$ cat src/rtl/axi_reg_bank.sv
// AXI-style register bank: NUM_REGS words of DATA_W bits with independent write and read paths.
// Writes commit once both the address and data slots are held; reads answer in a single edge.
module axi_reg_bank #(
    parameter int unsigned DATA_W   = 32,
    parameter int unsigned ADDR_W   = 32,
    parameter int unsigned ID_W     = 4,
    parameter int unsigned NUM_REGS = 8
) (
    input  logic                clk,
    input  logic                areset,

    input  logic [ID_W-1:0]     awid_i,
    input  logic [ADDR_W-1:0]   awaddr_i,
    input  logic                awvalid_i,
    output logic                awready_o,

    input  logic [DATA_W-1:0]   wdata_i,
    input  logic [DATA_W/8-1:0] wstrb_i,
    input  logic                wlast_i,
    input  logic                wvalid_i,
    output logic                wready_o,

    output logic [ID_W-1:0]     bid_o,
    output logic [1:0]          bresp_o,
    output logic                bvalid_o,
    input  logic                bready_i,

    input  logic [ID_W-1:0]     arid_i,
    input  logic [ADDR_W-1:0]   araddr_i,
    input  logic                arvalid_i,
    output logic                arready_o,

    output logic [ID_W-1:0]     rid_o,
    output logic [DATA_W-1:0]   rdata_o,
    output logic [1:0]          rresp_o,
    output logic                rlast_o,
    output logic                rvalid_o,
    input  logic                rready_i
);

    localparam int unsigned STRB_W = DATA_W / 8;
    localparam int unsigned LSB    = $clog2(STRB_W);
    localparam int unsigned IDX_W  = (NUM_REGS > 1) ? $clog2(NUM_REGS) : 1;
    localparam int unsigned HI     = LSB + IDX_W;

    localparam logic [1:0] RespOkay   = 2'b00;
    localparam logic [1:0] RespSlverr = 2'b10;

    // Any set bit above the index field, or an index past the last register, is out of range.
    function automatic logic addr_in_range(input logic [ADDR_W-1:0] addr);
        logic [IDX_W-1:0]  idx;
        logic [ADDR_W-1:0] upper;
        idx   = addr[LSB +: IDX_W];
        upper = addr >> HI;
        return (32'(idx) < NUM_REGS) && (upper == '0);
    endfunction

    logic [DATA_W-1:0] regs_q [NUM_REGS];

    logic              aw_full_q;
    logic [ADDR_W-1:0] aw_addr_q;
    logic [ID_W-1:0]   aw_id_q;

    logic              w_full_q;
    logic [DATA_W-1:0] w_data_q;
    logic [STRB_W-1:0] w_strb_q;
    logic              w_last_q;

    logic              bvalid_q;
    logic [ID_W-1:0]   bid_q;
    logic [1:0]        bresp_q;

    logic              rvalid_q;
    logic [ID_W-1:0]   rid_q;
    logic [DATA_W-1:0] rdata_q;
    logic [1:0]        rresp_q;
    logic              rlast_q;

    logic             aw_hs;
    logic             w_hs;
    logic             ar_hs;
    logic             commit;
    logic             wr_ok;
    logic             rd_ok;
    logic [IDX_W-1:0] wr_idx;
    logic [IDX_W-1:0] rd_idx;

    always_comb begin
        awready_o = !aw_full_q;
        wready_o  = !w_full_q;
        arready_o = !rvalid_q || rready_i;
        aw_hs     = awvalid_i && !aw_full_q;
        w_hs      = wvalid_i && !w_full_q;
        ar_hs     = arvalid_i && arready_o;
        commit    = aw_full_q && w_full_q && (!bvalid_q || bready_i);
        wr_idx    = aw_addr_q[LSB +: IDX_W];
        rd_idx    = araddr_i[LSB +: IDX_W];
        wr_ok     = addr_in_range(aw_addr_q) && w_last_q;
        rd_ok     = addr_in_range(araddr_i);
    end

    assign bvalid_o = bvalid_q;
    assign bid_o    = bid_q;
    assign bresp_o  = bresp_q;
    assign rvalid_o = rvalid_q;
    assign rid_o    = rid_q;
    assign rdata_o  = rdata_q;
    assign rresp_o  = rresp_q;
    assign rlast_o  = rlast_q;

    // Register file: byte-enabled update on a successful commit.
    always_ff @(posedge clk) begin
        if (areset) begin
            for (int r = 0; r < int'(NUM_REGS); r++) begin
                regs_q[r] <= '0;
            end
        end else if (commit && wr_ok) begin
            for (int i = 0; i < int'(STRB_W); i++) begin
                if (w_strb_q[i]) begin
                    regs_q[wr_idx][8*i +: 8] <= w_data_q[8*i +: 8];
                end
            end
        end
    end

    // Write path: address/data slots and the response register.
    always_ff @(posedge clk) begin
        if (areset) begin
            aw_full_q <= 1'b0;
            aw_addr_q <= '0;
            aw_id_q   <= '0;
            w_full_q  <= 1'b0;
            w_data_q  <= '0;
            w_strb_q  <= '0;
            w_last_q  <= 1'b0;
            bvalid_q  <= 1'b0;
            bid_q     <= '0;
            bresp_q   <= RespOkay;
        end else begin
            if (aw_hs) begin
                aw_full_q <= 1'b1;
                aw_addr_q <= awaddr_i;
                aw_id_q   <= awid_i;
            end else if (commit) begin
                aw_full_q <= 1'b0;
            end

            if (w_hs) begin
                w_full_q <= 1'b1;
                w_data_q <= wdata_i;
                w_strb_q <= wstrb_i;
                w_last_q <= wlast_i;
            end else if (commit) begin
                w_full_q <= 1'b0;
            end

            if (commit) begin
                bvalid_q <= 1'b1;
                bid_q    <= aw_id_q;
                bresp_q  <= wr_ok ? RespOkay : RespSlverr;
            end else if (bready_i) begin
                bvalid_q <= 1'b0;
            end
        end
    end

    // Read path: data is sampled from the register file before any same-edge write lands.
    always_ff @(posedge clk) begin
        if (areset) begin
            rvalid_q <= 1'b0;
            rid_q    <= '0;
            rdata_q  <= '0;
            rresp_q  <= RespOkay;
            rlast_q  <= 1'b0;
        end else if (ar_hs) begin
            rvalid_q <= 1'b1;
            rid_q    <= arid_i;
            rlast_q  <= 1'b1;
            rdata_q  <= rd_ok ? regs_q[rd_idx] : '0;
            rresp_q  <= rd_ok ? RespOkay : RespSlverr;
        end else if (rready_i) begin
            rvalid_q <= 1'b0;
        end
    end

endmodule

$ cat config.mk
export PLATFORM = sky130hd
export DESIGN_NAME = axi_reg_bank
export DESIGN_NICKNAME = d
export VERILOG_FILES = /design/src/rtl/axi_reg_bank.sv
export SDC_FILE = /design/constraint.sdc
export NUM_CORES = 1
export LEC_CHECK = 0
export CAP_MARGIN = 30
export CELL_PAD_IN_SITES_DETAIL_PLACEMENT = 1
export CELL_PAD_IN_SITES_GLOBAL_PLACEMENT = 1
export CORE_MARGIN = 4
export CORE_UTILIZATION = 50
export DETAILED_ROUTE_END_ITERATION = 10
export DONT_BUFFER_PORTS = 1
export GPL_TIMING_DRIVEN = 0
export PLACE_DENSITY = 0.82
export SETUP_SLACK_MARGIN = 0.2
export SLEW_MARGIN = 15
export SYNTH_ARGS = -nofsm -noshare
export SYNTH_HDL_FRONTEND = slang
export SYNTH_SLANG_ARGS = --single-unit
export TNS_END_PERCENT = 5
$ cat constraint.sdc
create_clock -name clk -period 4.1 [get_ports clk]
set_clock_uncertainty 0.05 [all_clocks]
set_input_delay 0.82 -clock clk [delete_from_list [all_inputs] [get_ports clk]]
set_output_delay 0.82 -clock clk [all_outputs]
set_load 0.005 [all_outputs]
# ---- Yosys cells after proc, flatten, opt, wreduce, memory -nomap -nowiden
# Memories as Yosys holds them, arrays and structs flattened.
# Cells that the tools add are included.
dict set report classes {
  order_cmp 0
  n_reduce_logical 20
  add_sub_neg 0
  shifts 0
  bitwise 0
  div 0
  muxes 31
  eq_ne 0
  n_mul 0
}
# op count
set op_table {}
lappend op_table {{$logic_not A32 Y1} 2}
lappend op_table {{$mux W32} 2}
lappend op_table {{$reduce_or A32 Y1} 1}
lappend op_table {{$mux W1} 25}
lappend op_table {{$reduce_bool A2 Y1} 4}
lappend op_table {{$logic_and A1 B1 Y1} 7}
lappend op_table {{$logic_not A1 Y1} 4}
lappend op_table {{$mux W2} 2}
lappend op_table {{$mux W4} 1}
lappend op_table {{$mux W3} 1}
lappend op_table {{$logic_or A1 B1 Y1} 2}
dict set report word_totals {
  latch_bits 0
  rom_bits 0
  regBits 122
  mem_count 1
  ramBits 256
}
# memory words word_bits rd rd_clocked_by_memory_dff write_ports line
set mem_list {}
lappend mem_list {regs_q 8 32 1 0 8 58} ;# logic [DATA_W-1:0] regs_q [NUM_REGS];

# ---- Depth between registers and ports, before layout
dict set report logic_depth {
  ltp_word 9
  mapped_depth 7
  mapped_depth_nobuf 5
}

# ---- Least setup slack after synthesis
# Ideal clock, no wire load.
dict set report synth_timing {
  path_type {input-to-reg}
  from {input bready_i}
  to {memory regs_q[1][0], enable pin}
  required_ps 3652
  path_stages 4
  slack_ps 1156
  arrival_ps 2496
  cell_sequence {nor2b_1 nor3_2 nand3_1 o41ai_1}
}
# item line
set synth_lines {}
lappend synth_lines {{start: declaration} 26} ;# input logic bready_i,
lappend synth_lines {{end: declaration} 58}

==> results.cfg <==
[outcome]
run_status = finished clean

[setup_path]
crit_type = reg -> reg
data_required_time_of_the_critical_path_ps = 4270
timing.rr.end = regs_q[1][24]$_SDFFCE_PN0P_
end_kind = flip-flop
critPathLaunchType = flip-flop
worstReg2RegStart = aw_addr_q[17]$_SDFFE_PP0P_
reg2regPathDepth = 5
worst_ep_arrival_time_ps = 3520
path_max_fanout = 10
cpPeakStageDelay_ps = 710
r2r_setup_slack_ps = 750
cpMaxStageDelayCell = o41ai_2
crit_chain = or4_1, nor2_1, nand3_1, o41ai_2, buf_2

[drt]
route.vias.total = 10900
drt_wl_total_mm = 47.0
routedWlPerCell_um = 26.5
drt_iter0_markers = 1068
vias_per_cell = 6.14
firstDrtPassIters = 5
route.detailed.drc = 0
final_antenna_violating_net_count = 0

[worst_hold_path]
min_path_cells = 2
holdCritPathClass = in -> reg
hold-path-endpoint = w_data_q[7]$_SDFFE_PP0P_
hp-start = wdata_i[7]

[clock_network]
clockRootBuffer = clkbuf_16
postCtsHoldBufs = 0
clock_path_buffers = 3
post-cts-setup-buffers = 0
cts.sinks = 374
htreeDepth = 2
clkLatencyLatePin_ps = 530
tritoncts = done
post_cts_resize_count = 0
tritoncts.num_buffers = 40
cts.reportedPaths.clkPinSlew_ps = 60

[synthesis]
synth_area_per_cell_um2 = 12.0
asyncSetResetFlopFracSynth_pct = 0
mapped_cell_area_um2 = 15600
yosys_warnings = 0
netlist_instances = 1302
synth-edff-count = 256
postSynth.topFlopCell = edfxtp_1
yosys.area.top_type = edfxtp_1
synth.ff_latch_count = 374
synth_area_leaders = edfxtp_1 (49%), dfxtp_1 (15%), mux4_2 (9.2%)
post-synth-top-count-cell = nor2_1
proportion_of_synthesized_chip_area_in_sequential_cells_pct = 64.3
synth_cell_types = 30
yosys-top-cells-count = nor2_1 (276), edfxtp_1 (256), nand2_1 (181)
synth_top_area_share_pct = 49.2

[die]
io-pin-count = 166
die_width_um = 185
die_y_extent_um = 185
floorplan.initialDensity_pct = 50.8
core_area_um2 = 30700
die_outline_area_um2 = 34200
rows = 64

[global_routing]
first_global_vias = 11700
antenna_found_initial = 0
groute.usage.overall_pct = 27.6
grt_pass1_wl_mm = 70.6
global_route.overflow_total = 0
largest_net_degree_at_the_start_of_global_routing = 14

[final_layout]
final_cell_area_um2 = 17500
stdcell_count = 1775
area_growth_pct = 12.2
finish.net_count = 1463
finalCoreUtilization_pct = 57.0
layout-drive-gt1-share_pct = 11.9

[placed_design]
detailedPlacementHpwl_mm = 33.4
numPortBuffers = 0
dpl.cell_count = 1701
place.gp.congestion = 0.832
placement.cell_area_um2 = 16200

[pwr]
power.static_leakage_nw = 5.84
pwr_density_cell_nw_per_um2 = 483
irDropWorstVdd_v = 0.000333

[timing]
final_hold_viol_count = 0
clock_period_minus_final_worst_setup_slack_ps = 3350
setup-violations-final = 0
final.setup.tns_ps = 0
finalCritPeriodShare_pct = 81.8
unrepaired_setup_endpoints_after_global_routing = false
final_max_slew_violation_count = 0
timing_worst_slew_pin_value_ps = 1010
timing.slew.headroom_pct = 32.8
fmaxAchievable_ghz = 0.298

[run]
max-cap-violations = 0
## critical path: cells and delay by family (launching register included)
family	cells	cell delay (ps)
AO/OA/AOI/OAI	1	710
AND/OR/NAND/NOR	3	1620
flip-flops	1	310
buffers and inverters	1	350
## through the flow
step                      power (W)  hold WS [ps]  worst slack [ps]
after CTS                   0.00848           362               826
after global placement      0.00476           390              -127
after detailed placement    0.00480           397               874
after floorplan             0.00461           381              1160
after global routing        0.00870           361               685
final                       0.00847           371               745
## logic make-up after synthesis
logic type,Yosys count,share of synthesized area (%)
compound gates,170,6.28
mux,104,11.8
simple gates,544,14.7
other cells,1,0.0240
buf+inv,109,2.91
flops,374,64.3
## cells in the final DEF (no fill, tap or decap), drive strengths merged, types with 9 or more instances in the layout
cell    instances
nor2          276
edfxtp        256
nand2         181
clkbuf        139
dfxtp         118
a21oi         105
mux4           64
mux2i          40
or4            35
o21ai          33
buf            29
a31o           18
nor2b          16
a41o           10
nor4            9
nand4           9
## worst max path at each step
stage | end | from | slack, ps | cells past startpoint
finish | regs_q[1][24]$_SDFFCE_PN0P_ | aw_addr_q[17]$_SDFFE_PP0P_ | 750 | 5
global route | regs_q[1][30]$_SDFFCE_PN0P_ | aw_addr_q[16]$_SDFFE_PP0P_ | 680 | 5
CTS | regs_q[1][30]$_SDFFCE_PN0P_ | aw_addr_q[17]$_SDFFE_PP0P_ | 830 | 5
detailed placement | regs_q[1][24]$_SDFFCE_PN0P_ | bready_i | 870 | 5
global placement | regs_q[1][24]$_SDFFCE_PN0P_ | bready_i | -130 | 4
floorplan | regs_q[1][0]$_SDFFCE_PN0P_ | bready_i | 1160 | 4
## routing by layer
| layer | global-route usage, % | vias up | part of all wire [%] |
|---|---|---|---|
| met3 | 5.52 | 92 | 8.9 |
| met1 | 36.5 | 5446 | 39 |
| met2 | 47.3 | 587 | 50 |
| li1 | - | 4775 | - |
| met5 | 0 | - | 0 |
| met4 | 6.96 | 0 | 2.5 |
## flip-flops by register name, indices dropped and copies added, names as in the netlist
| name | count |
|---|---|
| regs_q | 256 |
| rdata_o | 32 |
| w_data_q | 32 |
| aw_addr_q | 30 |
| aw_id_q | 4 |
| bid_o | 4 |
| rid_o | 4 |
| w_strb_q | 4 |
| aw_full_q | 1 |
| bresp_o | 1 |
| bvalid_o | 1 |
| rlast_o | 1 |
| rresp_o | 1 |
| rvalid_o | 1 |
| w_full_q | 1 |
| w_last_q | 1 |
## report_power, final
| group | internal, W | switching, W | leakage [nW] |
|---|---|---|---|
| clock | 0.00225 | 0.00149 | 0.666 |
| combinational | 0.000177 | 0.000335 | 1.56 |
| sequential | 0.00415 | 0.0000633 | 3.61 |
| total | 0.00658 | 0.00189 | 5.84 |
## layout make-up
class / count / area, um2
Antenna cell: 1 / 2.50
Buffer: 104 / 435
Clock buffer: 62 / 1230
Clock inverter: 11 / 139
Fill cell: 3165 / 13200
Inverter: 5 / 18.8
Multi-Input combinational cell: 820 / 5160
Sequential cell: 374 / 10000
Tap cell: 396 / 495
Timing Repair Buffer: 2 / 10.0
(Power assumes the default switching activity.)
